## config.mk

```make
export PLATFORM = sky130hd
export DESIGN_NAME = mini_src_control_unit
export DESIGN_NICKNAME = d
export VERILOG_FILES = /design/src/rtl/mini_src_pkg.sv /design/src/rtl/mini_src_wait_ctr.sv /design/src/rtl/mini_src_control_unit.sv
export SDC_FILE = /design/constraint.sdc
export NUM_CORES = 1
export LEC_CHECK = 0
export ABC_AREA = 1
export CAP_MARGIN = 30
export CORE_UTILIZATION = 41
export CTS_CLUSTER_DIAMETER = 50
export DETAILED_ROUTE_END_ITERATION = 10
export PLACE_DENSITY = 0.76
export SLEW_MARGIN = 15
export SYNTH_ARGS = -nofsm -noshare
export SYNTH_HDL_FRONTEND = slang
export SYNTH_SLANG_ARGS = --single-unit
```

## constraint.sdc

```tcl
create_clock -name i_clk -period 1.5 [get_ports i_clk]
set_input_delay 0.3 -clock i_clk [delete_from_list [all_inputs] [get_ports i_clk]]
set_output_delay 0.3 -clock i_clk [all_outputs]
set_load 0.005 [all_outputs]
```

## src/rtl/mini_src_pkg.sv

```systemverilog
// Shared types for the mini SRC control unit: strobe bundle, FSM states,
// opcode/ALU encodings and the opcode-to-class decoder.
package mini_src_pkg;

    typedef struct packed {
        logic       PCout;
        logic       PCin;
        logic       IncPC;
        logic       MARin;
        logic       MDRin;
        logic       MDRout;
        logic       Read;
        logic       MemRead;
        logic       MemWrite;
        logic       IRin;
        logic       Yin;
        logic       Zhighin;
        logic       Zlowin;
        logic       Zlowout;
        logic       Gra;
        logic       Grb;
        logic       Grc;
        logic       Rin;
        logic       Rout;
        logic       BAout;
        logic       Cout;
        logic       CONin;
        logic       InPortout;
        logic       OutPortin;
        logic [4:0] alu_op;
    } ctl_t;

    typedef enum logic [3:0] {
        S_RST, S_FETCH0, S_FETCH1, S_FETCH2, S_DECODE,
        S_E3, S_E4, S_E5, S_E6, S_E7, S_HALT
    } state_t;

    typedef enum logic [3:0] {
        C_ILL, C_ALUR, C_ALUI, C_LD, C_ST, C_BR, C_OUT, C_IN, C_HALT
    } opc_class_t;

    localparam logic [4:0] OPC_LD   = 5'b00000;
    localparam logic [4:0] OPC_ST   = 5'b00010;
    localparam logic [4:0] OPC_ADD  = 5'b00011;
    localparam logic [4:0] OPC_SUB  = 5'b00100;
    localparam logic [4:0] OPC_AND  = 5'b00101;
    localparam logic [4:0] OPC_OR   = 5'b00110;
    localparam logic [4:0] OPC_ADDI = 5'b01100;
    localparam logic [4:0] OPC_ANDI = 5'b01101;
    localparam logic [4:0] OPC_ORI  = 5'b01110;
    localparam logic [4:0] OPC_BR   = 5'b10010;
    localparam logic [4:0] OPC_IN   = 5'b10110;
    localparam logic [4:0] OPC_OUT  = 5'b10111;
    localparam logic [4:0] OPC_HALT = 5'b11011;

    // ALU operation codes reuse the opcode values
    localparam logic [4:0] ALU_ADD  = OPC_ADD;

    function automatic opc_class_t opc_class(input logic [4:0] opc);
        opc_class_t cls;
        case (opc)
            OPC_ADD, OPC_SUB, OPC_AND, OPC_OR: cls = C_ALUR;
            OPC_ADDI, OPC_ANDI, OPC_ORI:       cls = C_ALUI;
            OPC_LD:                            cls = C_LD;
            OPC_ST:                            cls = C_ST;
            OPC_BR:                            cls = C_BR;
            OPC_OUT:                           cls = C_OUT;
            OPC_IN:                            cls = C_IN;
            OPC_HALT:                          cls = C_HALT;
            default:                           cls = C_ILL;
        endcase
        return cls;
    endfunction

endpackage

```

## src/rtl/mini_src_wait_ctr.sv

```systemverilog
// Memory wait counter: loads MEM_WAIT on entry to a read state, counts
// down to zero and saturates there so it can never wrap.
module mini_src_wait_ctr #(
    parameter int unsigned MEM_WAIT = 1
) (
    input  logic i_clk,
    input  logic i_clr,
    input  logic i_load,
    input  logic i_dec,
    output logic o_done
);

    localparam logic [2:0] LOAD_VAL = 3'(MEM_WAIT);

    logic [2:0] r_cnt;

    // Remaining wait cycles of the current read state
    always_ff @(posedge i_clk or negedge i_clr) begin
        if (!i_clr) begin
            r_cnt <= 3'd0;
        end else if (i_load) begin
            r_cnt <= LOAD_VAL;
        end else if (i_dec && (r_cnt != 3'd0)) begin
            r_cnt <= r_cnt - 3'd1;
        end else begin
            r_cnt <= r_cnt;
        end
    end

    assign o_done = (r_cnt == 3'd0);

endmodule

```

## src/rtl/mini_src_control_unit.sv

```systemverilog
// Hardwired control FSM for the mini SRC: fetch, decode and per-class
// execute sequences, with strobes registered one cycle behind the state.
module mini_src_control_unit
    import mini_src_pkg::*;
#(
    parameter int unsigned MEM_WAIT = 1
) (
    input  logic        i_clk,
    input  logic        i_clr,
    input  logic [31:0] i_ir,
    input  logic        i_con_ff,
    input  logic        i_stop,
    output logic        o_run,
    output ctl_t        o_ctl
);

    state_t     r_state;
    state_t     w_next;
    logic [4:0] r_opc;
    opc_class_t w_cls;
    opc_class_t w_dec_cls;
    logic       w_wait_load;
    logic       w_wait_dec;
    logic       w_wait_done;
    ctl_t       w_ctl;
    ctl_t       r_ctl;
    logic       r_run;
    logic       w_unused_ir;

    assign w_cls       = opc_class(r_opc);
    assign w_dec_cls   = opc_class(i_ir[31:27]);
    assign w_unused_ir = ^i_ir[26:0];

    mini_src_wait_ctr #(.MEM_WAIT(MEM_WAIT)) u_wait (
        .i_clk  (i_clk),
        .i_clr  (i_clr),
        .i_load (w_wait_load),
        .i_dec  (w_wait_dec),
        .o_done (w_wait_done)
    );

    // State register
    always_ff @(posedge i_clk or negedge i_clr) begin
        if (!i_clr) begin
            r_state <= S_RST;
        end else begin
            r_state <= w_next;
        end
    end

    // Opcode latch, captured only in DECODE
    always_ff @(posedge i_clk or negedge i_clr) begin
        if (!i_clr) begin
            r_opc <= 5'd0;
        end else if (r_state == S_DECODE) begin
            r_opc <= i_ir[31:27];
        end else begin
            r_opc <= r_opc;
        end
    end

    // Next-state and wait-counter control
    always_comb begin
        w_next      = r_state;
        w_wait_load = 1'b0;
        w_wait_dec  = 1'b0;
        case (r_state)
            S_RST:    w_next = S_FETCH0;
            S_FETCH0: begin
                if (i_stop) begin
                    w_next = S_HALT;
                end else begin
                    w_next      = S_FETCH1;
                    w_wait_load = 1'b1;
                end
            end
            S_FETCH1: begin
                if (w_wait_done) begin
                    w_next = S_FETCH2;
                end else begin
                    w_wait_dec = 1'b1;
                end
            end
            S_FETCH2: w_next = S_DECODE;
            S_DECODE: begin
                case (w_dec_cls)
                    C_HALT:  w_next = S_HALT;
                    C_ILL:   w_next = S_FETCH0;
                    default: w_next = S_E3;
                endcase
            end
            S_E3: begin
                if ((w_cls == C_OUT) || (w_cls == C_IN)) begin
                    w_next = S_FETCH0;
                end else begin
                    w_next = S_E4;
                end
            end
            S_E4:     w_next = S_E5;
            S_E5: begin
                case (w_cls)
                    C_LD: begin
                        w_next      = S_E6;
                        w_wait_load = 1'b1;
                    end
                    C_ST, C_BR: w_next = S_E6;
                    default:    w_next = S_FETCH0;
                endcase
            end
            S_E6: begin
                case (w_cls)
                    C_LD: begin
                        if (w_wait_done) begin
                            w_next = S_E7;
                        end else begin
                            w_wait_dec = 1'b1;
                        end
                    end
                    C_ST:    w_next = S_E7;
                    default: w_next = S_FETCH0;
                endcase
            end
            S_E7:     w_next = S_FETCH0;
            S_HALT:   w_next = S_HALT;
            default:  w_next = S_RST;
        endcase
    end

    // Strobe decode from the current state and latched opcode class
    always_comb begin
        w_ctl = '0;
        case (r_state)
            S_FETCH0: begin
                w_ctl.PCout = 1'b1; w_ctl.MARin = 1'b1; w_ctl.IncPC = 1'b1;
            end
            S_FETCH1: begin
                w_ctl.MemRead = 1'b1; w_ctl.Read = 1'b1; w_ctl.MDRin = 1'b1;
            end
            S_FETCH2: begin
                w_ctl.MDRout = 1'b1; w_ctl.IRin = 1'b1;
            end
            S_E3: begin
                case (w_cls)
                    C_ALUR, C_ALUI: begin
                        w_ctl.Grb = 1'b1; w_ctl.Rout = 1'b1; w_ctl.Yin = 1'b1;
                    end
                    C_LD, C_ST: begin
                        w_ctl.Grb = 1'b1; w_ctl.BAout = 1'b1; w_ctl.Yin = 1'b1;
                    end
                    C_BR: begin
                        w_ctl.Gra = 1'b1; w_ctl.Rout = 1'b1; w_ctl.CONin = 1'b1;
                    end
                    C_OUT: begin
                        w_ctl.Gra = 1'b1; w_ctl.Rout = 1'b1; w_ctl.OutPortin = 1'b1;
                    end
                    C_IN: begin
                        w_ctl.InPortout = 1'b1; w_ctl.Gra = 1'b1; w_ctl.Rin = 1'b1;
                    end
                    default: w_ctl = '0;
                endcase
            end
            S_E4: begin
                case (w_cls)
                    C_ALUR: begin
                        w_ctl.Grc = 1'b1; w_ctl.Rout = 1'b1;
                        w_ctl.alu_op = r_opc; w_ctl.Zlowin = 1'b1;
                    end
                    C_ALUI: begin
                        w_ctl.Cout = 1'b1; w_ctl.alu_op = r_opc; w_ctl.Zlowin = 1'b1;
                    end
                    C_LD, C_ST: begin
                        w_ctl.Cout = 1'b1; w_ctl.alu_op = ALU_ADD; w_ctl.Zlowin = 1'b1;
                    end
                    C_BR: begin
                        w_ctl.PCout = 1'b1; w_ctl.Yin = 1'b1;
                    end
                    default: w_ctl = '0;
                endcase
            end
            S_E5: begin
                case (w_cls)
                    C_ALUR, C_ALUI: begin
                        w_ctl.Zlowout = 1'b1; w_ctl.Gra = 1'b1; w_ctl.Rin = 1'b1;
                    end
                    C_LD, C_ST: begin
                        w_ctl.Zlowout = 1'b1; w_ctl.MARin = 1'b1;
                    end
                    C_BR: begin
                        w_ctl.Cout = 1'b1; w_ctl.alu_op = ALU_ADD; w_ctl.Zlowin = 1'b1;
                    end
                    default: w_ctl = '0;
                endcase
            end
            S_E6: begin
                case (w_cls)
                    C_LD: begin
                        w_ctl.MemRead = 1'b1; w_ctl.Read = 1'b1; w_ctl.MDRin = 1'b1;
                    end
                    C_ST: begin
                        w_ctl.Gra = 1'b1; w_ctl.Rout = 1'b1; w_ctl.MDRin = 1'b1;
                    end
                    C_BR: begin
                        w_ctl.Zlowout = 1'b1; w_ctl.PCin = i_con_ff;
                    end
                    default: w_ctl = '0;
                endcase
            end
            S_E7: begin
                case (w_cls)
                    C_LD: begin
                        w_ctl.MDRout = 1'b1; w_ctl.Gra = 1'b1; w_ctl.Rin = 1'b1;
                    end
                    C_ST:    w_ctl.MemWrite = 1'b1;
                    default: w_ctl = '0;
                endcase
            end
            default: w_ctl = '0;
        endcase
    end

    // Registered Moore outputs
    always_ff @(posedge i_clk or negedge i_clr) begin
        if (!i_clr) begin
            r_ctl <= '0;
            r_run <= 1'b0;
        end else begin
            r_ctl <= w_ctl;
            r_run <= (r_state != S_HALT) && (r_state != S_RST);
        end
    end

    assign o_ctl = r_ctl;
    assign o_run = r_run;

endmodule

```

# [Word level (Yosys, flattened, before mapping)]
# Memories as Yosys holds them, arrays and structs flattened.
# Index checks and enable logic that the tools add are counted.
[totals] ff_bits=42 rom_bits=256 inputBits=36 word_cells=111 n_memories=2
[classes] addsub=1 n_eq_ne=21 muxes=40 n_reduce_logical=18
[mem_list] memory="(name not given)" words=32 width=4 rd=1 rd_ports_with_merged_regs=0 write_ports=0 line="mini_src_pkg.sv:61" source="case (opc)"
[mem_list] memory="(name not given)" words=32 width=4 rd=1 rd_ports_with_merged_regs=0 write_ports=0 line="mini_src_pkg.sv:61"
[ops] cell="19-bit one-hot mux with 5 select lines" n=1
[ops] cell="4-bit one-hot mux with 10 select lines" n=1
[ops] cell="4-bit by 3-bit == test with 1-bit output (second input constant)" n=8
[ops] cell="1-bit 2-to-1 mux" n=19
[ops] cell="4-bit by 2-bit == test with 1-bit output (second input constant)" n=4
[ops] cell="4-bit == test (second input constant)" n=4
[ops] cell="4-bit 2-to-1 mux" n=4
[ops] cell="4-bit one-hot mux with 2 select lines" n=2
[ops] cell="1-bit one-hot mux with 2 select lines" n=5
[ops] cell="5-bit one-hot mux with 2 select lines" n=1
[ops] cell="3-bit 2-to-1 mux" n=3
[ops] cell="3-bit OR reduction" n=3
[ops] cell="4-bit by 1-bit == test with 1-bit output (second input constant)" n=2
[ops] cell="4-bit zero test" n=2
[ops] cell="2-bit one-hot mux with 2 select lines" n=2
[ops] cell="4-bit OR reduction" n=2
[ops] cell="2-bit OR reduction" n=3
[ops] cell="2-bit 2-to-1 mux" n=2
[ops] cell="4-bit inequality test (second input constant)" n=1
[ops] cell="4-bit nonzero test" n=1
[ops] cell="3-bit zero test" n=1
[ops] cell="3-bit by 2-bit inequality test with 1-bit output (second input constant)" n=1
[ops] cell="3-bit nonzero test" n=1
[ops] cell="3-bit by 1-bit subtractor with 3-bit output (second input constant)" n=1
[ops] cell="5 further kinds" n=6

# [Logic depth before layout (Yosys ltp)]
# Gate-level depths: netlist (run 1).
[depth] word_depth=7 mapped_depth=13 mapped_depth_nobuf=13

# [Hierarchy]
# Synthesis (run 1) repeated with hierarchy kept, for this count alone.
[hier_totals] cells_unflattened=244 area_unflattened_um2=2038.2
[modules_own_cells] mod="mini_src_control_unit" instances=1 cells_each=218 area_per_inst_um2=1850.5 seq_area_each_um2=925.9
[modules_own_cells] mod="mini_src_wait_ctr" instances=1 cells_each=26 area_per_inst_um2=187.7 seq_area_each_um2=75.1

# [Worst setup path after synthesis (run 1)]
# No wires, ideal clock.
[synth_path] kind="register -> register" startpoint="register r_opc[1]" endpoint="register r_state[0]" setup_ns=0.127 arrival_time_ns=1.534 t_required_ns=1.373 slack_ns=-0.161 path_stages_with_launch=12 n_path_buf=0 cell_sequence="dfrtp_1 > inv_1 > ha_1 > inv_1 > nand2_1 > nand3_1 > nand2_2 > nor2_4 > nand3_2 > nand2_4 > nand2_4 > a21boi_0"
[synth_via] elab_chain_cells=5 word_cells_on_any_way=14
[synth_lines] item="start: declaration" line="mini_src_control_unit.sv:19" source="logic [4:0] r_opc;"
[synth_lines] item="start signal: assignment" line="mini_src_control_unit.sv:56" source="r_opc <= i_ir[31:27];"
[synth_lines] item="start signal: assignment" line="mini_src_control_unit.sv:58" source="r_opc <= r_opc;"
[synth_lines] item="memory read 32 x 4 bit (*)"
[synth_lines] item="4-bit by 3-bit == test with 1-bit output, or another cell as far along" line="mini_src_control_unit.sv:101, mini_src_control_unit.sv:111"
[synth_lines] item="3-bit OR reduction (no line) or 1-bit logical OR (tied branches)"
[synth_lines] item="4-bit 2-to-1 mux or 3-bit 2-to-1 mux (tied branches)" line="mini_src_control_unit.sv:101, mini_src_control_unit.sv:93"
[synth_lines] item="4-bit one-hot mux with 10 select lines" line="mini_src_control_unit.sv:67" source="case (r_state)"
[synth_lines] item="end signal: assignment" line="mini_src_control_unit.sv:47" source="r_state <= w_next;"
[synth_lines] item="end: declaration" line="mini_src_control_unit.sv:17" source="state_t r_state;"
# Mark *: on every way between the ends. The rest lies on a longest branch, timed or not.
# A chain may end at the register's enable or synchronous reset.

# [Final worst setup path (run 1)]
[layout_path] startpoint="register r_opc[0]" endpoint="register r_state[0]"
# Same word-level chain as after synthesis.

==> out/qor.yml, run 1 <==
synth:
  ys_top_cells_by_count: "59 x nand2_1, 40 x dfrtp_1, 39 x inv_1"
  yosysSeqAreaShare: 0.504
  synth_top_flop_cell: "dfrtp_1"
  netlist_top_cells_area: "dfrtp_1 50%, nand2_1 11%, inv_1 7.4%, ha_1 6.3%, nor2_1 4.4%"
  avgSynthCellArea_um2: 8.27
  synth_most_common_cell: "nand2_1"
  synth_edf_count: 0
  ys.warnings.count: 0
  ys_ff_latch: 40
  synth.top_cell.area_share: 0.504
  synth_cells: 240
  yosys.area.top_type: "dfrtp_1"
  syn_area_um2: 1980
  synthesis.nets: 286
  netlist-cell-type-count: 25
  async_flop_share: 1.00
drt:
  drt-initial-drc-count: 135
  firstDrtPassIters: 4
  wl_mm: 5.05
  post-route-drc-count: 0
  vias_per_cell: 4.89
  avgRoutedWirePerCell_um: 13.5
  ant_nets: 0
  vias: 1834
layout:
  postLayoutCellArea_um2: 3100
  final_layout_size_suffix_gt1_frac: 0.310
  antenna_cells: 0
  nFillCells: 327
  fin_nets: 368
  syn_to_final_growth_pct: 56.4
job:
  drv_cap: 0
clocking:
  cts.sinks: 40
  clk_pin_slew_ns: 0.08
  cts_max_level: 2
  cts_buffer_depth: 2
  clkLatencyLatePin_ns: 0.30
  cts_made_buffers: 5
  cts_root_buf: "clkbuf_8"
  tritoncts: "yes"
power_and_ir_drop:
  p_per_area_nw_per_um2: 1960
  p_leak_nw: 1.61
  vdd_drop_max_v: 0.000772
sta:
  period_minus_slack_ns: 1.80
  fin_crit_sh: 1.20
  final_max_slew_viol_count: 0
  finalSetupViolCount: 31
  tns_ns: -6.57
  fin_skew_ns: 0.00687
  timing.fmax_ghz: 0.555
  rsz0062_at_grt: "true"
  setup_ws_ns: -0.303
  final_hold_viol_count: 0
setup_path:
  endpoint_kind: "register"
  critPathArrivalTime_ns: 1.99
  slowest_delay_ns: 0.41
  cpMostUsedCell: "nand2_4"
  rr_worst_depth: 11
  cp_max_fo: 6
  required_ns: 1.69
  crit_chain: "inv_2 -> ha_4 -> inv_2 -> nand2_1 -> nand3_2 -> nand2_4 -> nor2_4 -> nand3_4 -> nand2_4 -> nand2_4 -> a21boi_2"
  r2r_end: "r_state[0]"
  crit_path_start_kind: "register"
  timing.rr.start: "r_opc[0]"
  critPathSlowestCell: "dfrtp_1"
  rrSetupSlack_ns: -0.30
  path_class: "register to register"
global_routing:
  grt_max_degree: 26
  track_usage: 0.202
  antenna_found_initial: 0
  grt_pass1_vias: 1814
  gr-total-overflow: 0
  grt_pass1_wl_mm: 7.91
hold_path:
  min_path_type: "input pin to async pin"
floorplanning:
  fp.dieH_um: 71.6
  die-area_um2: 5120
  row_count: 24
  io_pins: 66
  core_area_um2: 4500
  die_w_um: 71.6
  initial_utilization: 0.441
status:
  violations: "negative setup slack"
  outcome: "complete, but fails checks"
place:
  port_buffers: 37
  gp_congestion: 0.866
  placed_area_um2: 2650
  post-dp-hpwl_mm: 3.22
[metal layers]
metal | global-route usage | vias up | part of all wire
met5 | 0 | - | 0
met4 | 0.0937 | 0 | 0.031
met1 | 0.225 | 855 | 0.41
met3 | 0.0464 | 15 | 0.035
met2 | 0.364 | 56 | 0.53
li1 | - | 908 | -
[placed cells by master, fill, tap and decap left out, types with 2 or more instances in the layout]
cell,netlist,layout
clkbuf_8,0,5
buf_6,0,7
o21ai_0,7,6
nor2_4,1,3
nor2_2,2,2
nand3_4,0,5
clkdlybuf4s50_1,0,35
inv_2,4,8
nand4_1,4,4
dfrtp_1,40,40
nor2_1,23,21
nand2_1,59,45
nand2_4,2,8
buf_4,2,32
o21ai_1,3,3
inv_1,39,34
nand2_2,4,11
a21oi_1,6,5
nand3b_1,5,5
ha_4,0,3
ha_1,10,6
nand3_2,1,4
nand3_1,17,9
nor3_1,5,4
[worst max-delay path: cells and delay by family (launching register included)]
family	cells	cell delay [ns]
simple gates	7	0.75
compound gates	1	0.15
flops	1	0.41
fa+ha+maj	1	0.21
buf+inv	2	0.16
[stage by stage]
step	total power [W]	hold WS, ns	worst slack, ns	util	std cells
detailed placement	0.00411	0.254	-0.309	0.588	357
floorplan	0.00303	0.00441	-0.137	-	240
CTS	0.00563	0.479	-0.250	0.664	373
global route	0.00646	0.496	-0.369	0.689	375
finish	0.00609	0.464	-0.303	0.689	375
global placement	0.00404	0.245	-0.258	0.588	357
[registers in the layout, summed over array words and instances (netlist names)]
| register | cells |
|---|---|
| o_run | 1 |
| u_wait.r_cnt | 3 |
| o_ctl | 27 |
| r_state | 4 |
| r_opc | 5 |
[repair_timing]
item,in CTS,in global routing
pin swaps,16,10
hold endpoints to repair,15,0
resized for setup,40,24
setup endpoints to repair,31,33
hold buffers,1,0
setup buffers,7,3
[cells by family (layout without fill, tap and decap cells)]
family | after synthesis | after routing | share of synthesized area
adders and majority gates | 10 | 10 | 0.0631
muxes | 1 | 1 | 0.00504
buffers and inverters | 46 | 129 | 0.0908
AOI/OAI and AO/OA | 19 | 19 | 0.0517
DFF | 40 | 40 | 0.504
other | 1 | 1 | 0.00189
and+or+nand+nor | 123 | 123 | 0.283
[report_power, final]
part / leakage (nW) / switching [W] / total, W / internal [W]
clock network: 0.0541 / 0.000380 / 0.000872 / 0.000492
registers: 0.532 / 0.000164 / 0.00153 / 0.00136
logic: 1.03 / 0.00208 / 0.00369 / 0.00161
total: 1.61 / 0.00262 / 0.00609 / 0.00347
[worst max path at each step]
stage / start / endpoint / slack (ns) / cells past startpoint
floorplan: r_opc[1] / r_state[0] / -0.14 / 11
global placement: r_opc[0] / r_state[0] / -0.26 / 11
detailed placement: r_opc[0] / r_state[0] / -0.31 / 11
CTS: r_opc[0] / r_state[0] / -0.25 / 11
global route: r_opc[1] / r_state[0] / -0.37 / 11
finish: r_opc[0] / r_state[0] / -0.30 / 11
[layout make-up]
cell class                 instances  area [um2]  area share
clock buffer                       5        68.8      0.0222
multi-input combinational        154        1040       0.337
sequential                        40        1000       0.323
clock inverter                     3        42.5      0.0137
inverter                          43         164      0.0528
tap                               52        65.1      0.0210
timing repair buffer              78         717       0.231
(Power assumes the default switching activity.)
==> run 2, diff against run 1 <==
HOLD_SLACK_MARGIN = 0.03   (was unset)
==> results of run 2 <==
Final layout, timing and power as in run 1 (identical DEF).
